<file path="src/rtl/fifo_reader.sv">
// Two-entry skid buffer between a fifo head and a valid/ready consumer.
// Pop is issued without looking at out_ready; the skid register absorbs the extra entry.
//
// state    | meaning
// ---------+-----------------------------------------------
// ST_EMPTY | no entry held, out_valid low
// ST_ONE   | main holds the entry presented on out_data
// ST_TWO   | main presented, skid holds the next entry
module fifo_reader #(
    parameter int WIDTH = 16,
    parameter int DEBUG = 0
) (
    input  logic             clk,
    input  logic             rst_n,
    input  logic             q_empty,
    input  logic [WIDTH-1:0] q_data,
    output logic             pop,
    output logic             fifo_flush,
    input  logic             flush,
    output logic             out_valid,
    input  logic             out_ready,
    output logic [WIDTH-1:0] out_data,
    output logic [15:0]      delivered,
    output logic [1:0]       occupancy
);

    typedef enum logic [1:0] {
        ST_EMPTY = 2'd0,
        ST_ONE   = 2'd1,
        ST_TWO   = 2'd2
    } state_t;

    state_t           r_state;
    state_t           w_state_nxt;
    logic [WIDTH-1:0] r_main;
    logic [WIDTH-1:0] r_skid;
    logic [WIDTH-1:0] w_main_nxt;
    logic [WIDTH-1:0] w_skid_nxt;
    logic [15:0]      r_delivered;
    logic             w_pop;
    logic             w_deliver;

    assign out_valid  = (r_state != ST_EMPTY);
    assign w_deliver  = out_valid && out_ready;
    // rst_n is folded in so the fifo sees no pop while reset is held
    assign w_pop      = rst_n && !q_empty && !flush && (r_state != ST_TWO);
    assign pop        = w_pop;
    assign fifo_flush = flush;
    assign out_data   = r_main;
    assign delivered  = r_delivered;
    assign occupancy  = r_state;

    always_comb begin
        w_state_nxt = r_state;
        w_main_nxt  = r_main;
        w_skid_nxt  = r_skid;
        case (r_state)
            ST_EMPTY: begin
                if (w_pop) begin
                    w_state_nxt = ST_ONE;
                    w_main_nxt  = q_data;
                end
            end
            ST_ONE: begin
                if (w_pop && w_deliver) begin
                    w_main_nxt = q_data;
                end else if (w_pop) begin
                    w_state_nxt = ST_TWO;
                    w_skid_nxt  = q_data;
                end else if (w_deliver) begin
                    w_state_nxt = ST_EMPTY;
                end
            end
            ST_TWO: begin
                if (w_deliver) begin
                    w_state_nxt = ST_ONE;
                    w_main_nxt  = r_skid;
                end
            end
            default: w_state_nxt = ST_EMPTY;
        endcase
        // flush wins over any pop or delivery in the same cycle
        if (flush) begin
            w_state_nxt = ST_EMPTY;
        end
    end

    always_ff @(posedge clk or negedge rst_n) begin
        if (!rst_n) begin
            r_state <= ST_EMPTY;
        end else begin
            r_state <= w_state_nxt;
        end
    end

    always_ff @(posedge clk or negedge rst_n) begin
        if (!rst_n) begin
            r_main <= '0;
            r_skid <= '0;
        end else begin
            r_main <= w_main_nxt;
            r_skid <= w_skid_nxt;
        end
    end

    // a delivery in the flush cycle still reached the consumer, so it counts
    always_ff @(posedge clk or negedge rst_n) begin
        if (!rst_n) begin
            r_delivered <= '0;
        end else if (w_deliver) begin
            r_delivered <= r_delivered + 16'd1;
        end
    end

    generate
        if (DEBUG != 0) begin : g_debug
`ifndef SYNTHESIS
            always @(posedge clk) begin
                if (rst_n && w_deliver) begin
                    $display("fifo_reader: deliver 0x%0h at %0t", r_main, $time);
                end
                if (rst_n && flush) begin
                    $display("fifo_reader: flush at %0t", $time);
                end
            end
`endif
        end
    endgenerate

endmodule

</file>
<file path="config.mk">
export PLATFORM = sky130hd
export DESIGN_NAME = fifo_reader
export DESIGN_NICKNAME = d
export VERILOG_FILES = /design/src/rtl/fifo_reader.sv
export SDC_FILE = /design/constraint.sdc
export NUM_CORES = 1
export LEC_CHECK = 0
export ABC_AREA = 1
export BUFFER_PORTS_ARGS = -buffer_cell sky130_fd_sc_hd__buf_2
export CAP_MARGIN = 20
export CORE_ASPECT_RATIO = 0.7
export CORE_MARGIN = 2
export CORE_UTILIZATION = 53
export CTS_BUF_LIST = sky130_fd_sc_hd__clkbuf_16
export DETAILED_ROUTE_END_ITERATION = 10
export GPL_TIMING_DRIVEN = 0
export PLACE_DENSITY = 0.79
export SKIP_LAST_GASP = 1
export SLEW_MARGIN = 40
export SYNTH_ARGS = -nofsm -noshare
export SYNTH_HDL_FRONTEND = slang
export SYNTH_SLANG_ARGS = --single-unit
</file>
<file path="constraint.sdc">
create_clock -name clk -period 1.47 [get_ports clk]
set_input_delay 0.147 -clock clk [delete_from_list [all_inputs] [get_ports clk]]
set_output_delay 0.147 -clock clk [all_outputs]
set_load 0.02 [all_outputs]
</file>
Word level (Yosys, flattened, before mapping)
Index checks and enable logic that the tools add are counted.

Register bits after elaboration: 50. Input port bits: 21. Output and inout bits: 37.

Add/subtract/negate cells: 1. Equal/unequal tests: 10. Muxes and demuxes: 11. Bitwise logic cells: 1. Reductions and logical operators: 13.

Operators by type and width (number): $mux 16 (3); $pmux 16 s3 (1); $add 16x1->16 const B (1); $mux 2 (6); $ne 3x3->1 const B (3); $ne 2x2->1 const B (4); $reduce_and 4->1 (2); $pmux 2 s3 (1); $logic_and 1x1->1 (5); $ne 4x4->1 const B (1); $reduce_and 3->1 (1); $reduce_bool 3->1 (1); $eq 2x1->1 const B (1); $eq 2x2->1 const B (1); $logic_not 1->1 (2); $logic_not 2->1 (1); $reduce_bool 2->1 (1); $not 1->1 (1).

Depth between registers and ports, before layout
Depth after elaboration: 8. Depth in mapped cells: 8. Mapped depth without buffers: 8.

Worst setup path after synthesis
No wires, ideal clock.

Path type: reg2reg. Start: reg r_state[0] (netlist: occupancy[0]). End: reg r_main[0] (netlist: out_data[0]). Setup time: 117 ps. Arrival time: 1272 ps. Required time: 1353 ps. Path slack: 81 ps. Stages on the path, launching flop included: 9. Path buffers: 1. Path through: dfrtp_1 > inv_2 > nand2_2 > inv_1 > nand2_2 > nand2_2 > buf_4 > nand2_1 > nand2_1.

Cells in the longest elaborated chain, start to end: 5. Elaborated cells on any way between the ends: 14.

Ends and longest elaborated chain: start: declaration (line 33) `state_t r_state;`; start signal: assignment (line 92) `r_state <= w_state_nxt;`; $ne 2x2->1 / $reduce_bool 2->1 (equally long branches) (line 46, 43); $logic_and 1x1->1 (on tied branches) (line 46, 44); $logic_and 1x1->1 (line 65) `if (w_pop && w_deliver) begin`; $ne 2x2->1 (no source line); $reduce_and 4->1 (no source line); end signal: assignment (line 101) `r_main <= w_main_nxt;`; end: declaration (line 35) `logic [WIDTH-1:0] r_main;`.

Parallel ways exist; a longest one is shown, timed or not. A chain may end at the register's enable or synchronous reset.

Worst setup path after layout
Start: reg r_state[0] (netlist: occupancy[0]). End: out pop.

Cells in the longest elaborated chain, start to end: 2.

Ends and longest elaborated chain: $ne 2x2->1 (line 46) `assign w_pop = rst_n && !q_empty && !flush && (r_state != ST_TWO);`; $logic_and 1x1->1 (line 46); end: declaration (line 17) `output logic pop,`.

Every way passes these cells.

==> flow_metrics.py <==
metrics = {
    "power_and_ir_drop": {
        "combPwrFrac_pct": 25.4,
        "p_clk_share_pct": 29.3,
        "internal_power_w": 0.00290,
        "p_leak_nw": 1.68,
        "powerDensity_nw_per_um2": 1420,
        "max-vdd-ir-drop_uv": 920,
        "switchingPower_w": 0.00140,
        "switching_share_pct": 32.5,
        "pwr-share-seq_pct": 45.3,
    },
    "floorplan": {
        "rows": 20,
        "die_x_um": 85.5,
        "die-area_um2": 5220,
        "die_y_um": 61.0,
        "initial_core_util_pct": 55.9,
        "io_pins": 58,
        "coreArea_um2": 4400,
    },
    "place": {
        "place_ws_ns": -0.467,
        "place.gp.congestion": 0.779,
        "dp.cells": 409,
        "dp_hpwl_um": 3850,
        "portBuffers": 57,
    },
    "layout": {
        "diodes": 0,
        "fin_nets": 385,
        "syn2layout_area_growth_pct": 23.0,
        "fillers": 368,
        "final_cells": 418,
        "final_common_cell": "nand2_1",
        "drive_gt1_share_pct": 25.9,
        "mostFrequentLayoutCells": "nand2_1, buf_2, dfrtp_1",
    },
    "critical_path": {
        "worstPathRequired_ns": 1.32,
        "crit_fanout": 6,
        "crit_path_start_kind": "flip-flop",
        "path_class": "reg2out",
        "end_kind": "output port",
        "arrival_ns": 1.23,
    },
    "global_routing": {
        "grt_busiest_layer": "met2",
        "use_met1_pct": 32.8,
        "grt_start_max_net_pins": 52,
        "grtUsageMet3_pct": 4.69,
        "grt_pass1_vias": 2007,
        "antenna_found_initial": 0,
        "grt_pass1_wl_um": 9220,
        "grt.total_usage_pct": 22.8,
        "gr-total-overflow": 0,
        "met2_usage_pct": 36.6,
    },
    "logic_synthesis": {
        "ys_ff_latch": 50,
        "synth_nets": 319,
        "seq_area_frac_synth_pct": 50.8,
        "yosys_warnings": 0,
        "avgSynthCellArea_um2": 8.29,
        "syn_area_um2": 2460,
        "syn_inst": 297,
        "ys_types": 29,
    },
    "clock_network": {
        "cts_tree": "done",
        "cts_root_buf": "clkbuf_16",
        "clkTransAtPathRegs_ns": 0.06,
        "cts.sinks": 50,
        "cts_max_path_buffers": 2,
        "insertion_delay_ns": 0.28,
        "numCtsBuffers": 5,
        "cts-htree-levels": 2,
    },
    "detailed_routing": {
        "wl_um": 5470,
        "vias_per_cell": 5.05,
        "drtIter0Drc": 142,
        "drc": 0,
        "dr.pass1.iters": 4,
        "wire_per_inst_um": 13.1,
        "num_vias": 2110,
        "postRouteAntennaNets": 0,
    },
    "run_status": {
        "outcome": "finished, violations left",
        "violations": "hold timing",
    },
    "sta": {
        "hold_slack_ns": -0.251,
        "rsz0062_at_grt": "true",
        "relSlewSlack_pct": 75.3,
        "drv_slew": 0,
        "setup_tns_ns": 0,
        "setup_viol": 0,
        "final.setup.worst_slack_ns": 0.0893,
        "fin_crit_sh_pct": 93.9,
        "fmax_mhz": 724,
        "period_minus_slack_ns": 1.38,
        "tightest_slew_ns": 0.370,
        "finClkSkew_ns": 0.00297,
        "hold_violations": 50,
    },
    "min_path": {
        "hold_class": "in2async",
    },
    "flow_run": {
        "cap_violations": 0,
    },
}
==> what timing repair did <==
| action | 4_1_cts | 5_1_grt |
|---|---|---|
| gates resized for setup | 4 | 14 |
| endpoints found under the hold margin | 50 | 50 |
| buffers inserted | 0 | 2 |
| endpoints found under the setup margin | 27 | 33 |
==> state kept, by name, summed over array words and instances, names as in the netlist <==
name       count
r_skid        16
out_data      16
occupancy      2
delivered     16
==> stage by stage <==
step / util, % / cell area, um2 / total power [W] / hold slack (ns)
5_1_grt: 68.8 / 3030 / 0.00455 / -0.219
2_1_floorplan: - / 2460 / 0.00264 / -0.149
3_5_place_dp: 64.0 / 2820 / 0.00304 / 0.211
6_report: 68.8 / 3030 / 0.00429 / -0.251
3_3_place_gp: 63.9 / 2820 / 0.00299 / 0.410
4_1_cts: 67.9 / 2990 / 0.00431 / -0.188
==> Yosys cell counts, drive strengths merged <==
cell | n | share of area (%)
inv | 37 | 5.6
o31ai | 1 | 0.30
nand3 | 24 | 5.6
buf | 8 | 1.8
xnor2 | 6 | 2.4
o211ai | 2 | 1.2
nor3b | 1 | 0.76
clkbuf | 2 | 0.30
nand4 | 4 | 1.0
o21ai | 33 | 6.7
ha | 1 | 0.51
xor2 | 4 | 1.4
a21oi | 1 | 0.20
nor3 | 2 | 0.41
nor2 | 17 | 4.3
dfrtp | 50 | 51
nand2 | 104 | 17
==> power by group through the flow <==
stage / sequential [W] / clock, W / combinational, W
detailed placement: 0.00197 / 0 / 0.00107
finish: 0.00195 / 0.00126 / 0.00109
floorplan: 0.00216 / 0 / 0.000478
global placement: 0.00194 / 0 / 0.00104
global route: 0.00199 / 0.00134 / 0.00122
CTS: 0.00194 / 0.00128 / 0.00109
==> critical path: stages, from the launching register on <==
cell and delay [ns]:
dfrtp_2 0.44, inv_2 0.12, nand2_2 0.10, nand2_1 0.10
inv_1 0.04, buf_2 0.15
==> metal layers <==
metal | share of wire (%) | up-vias
met3 | 4.8 | 5
met1 | 49 | 987
li1 | - | 1069
met2 | 45 | 49
met4 | 0.77 | 0
met5 | 0 | -
==> layout make-up <==
| type | count | area, um2 | share of cell area [%] |
|---|---|---|---|
| plain buffers | 10 | 67.6 | 2.23 |
| clock buffers | 5 | 125 | 4.13 |
| clock inverters | 2 | 33.8 | 1.12 |
| inverters | 37 | 139 | 4.58 |
| multi-input cells | 200 | 1030 | 34.1 |
| flip-flops and latches | 50 | 1250 | 41.3 |
| well taps | 55 | 68.8 | 2.27 |
| repair buffers | 59 | 310 | 10.2 |
==> worst paths after layout <==
| check | slack, ns | start | cells after the start | endpoint |
|---|---|---|---|---|
| max | 0.09 | occupancy[0]$_DFFE_PN0P_ | 5 | pop |
| min | -0.25 | rst_n | 1 | r_skid[14]$_DFFE_PN0P_ |
| max reg2reg | 0.11 | occupancy[0]$_DFFE_PN0P_ | 6 | r_skid[7]$_DFFE_PN0P_ |
| min reg2reg | 0.49 | r_skid[2]$_DFFE_PN0P_ | 2 | r_skid[2]$_DFFE_PN0P_ |
| max in group asynchronous | 1.42 | rst_n | 1 | occupancy[0]$_DFFE_PN0P_ |
| min in group clk | 0.12 | q_data[4] | 3 | r_skid[4]$_DFFE_PN0P_ |
==> cell families (layout without fill, tap and decap cells) <==
family / count (synthesis) / in the layout / synth area share (%)
compound gates: 37 / 37 / 8.38
xor+xnor: 10 / 10 / 3.86
fa+ha+maj: 1 / 1 / 0.508
buf+inv: 47 / 113 / 7.77
flops: 50 / 50 / 50.8
simple gates: 152 / 152 / 28.7
Power figures use the tool's default switching activity.
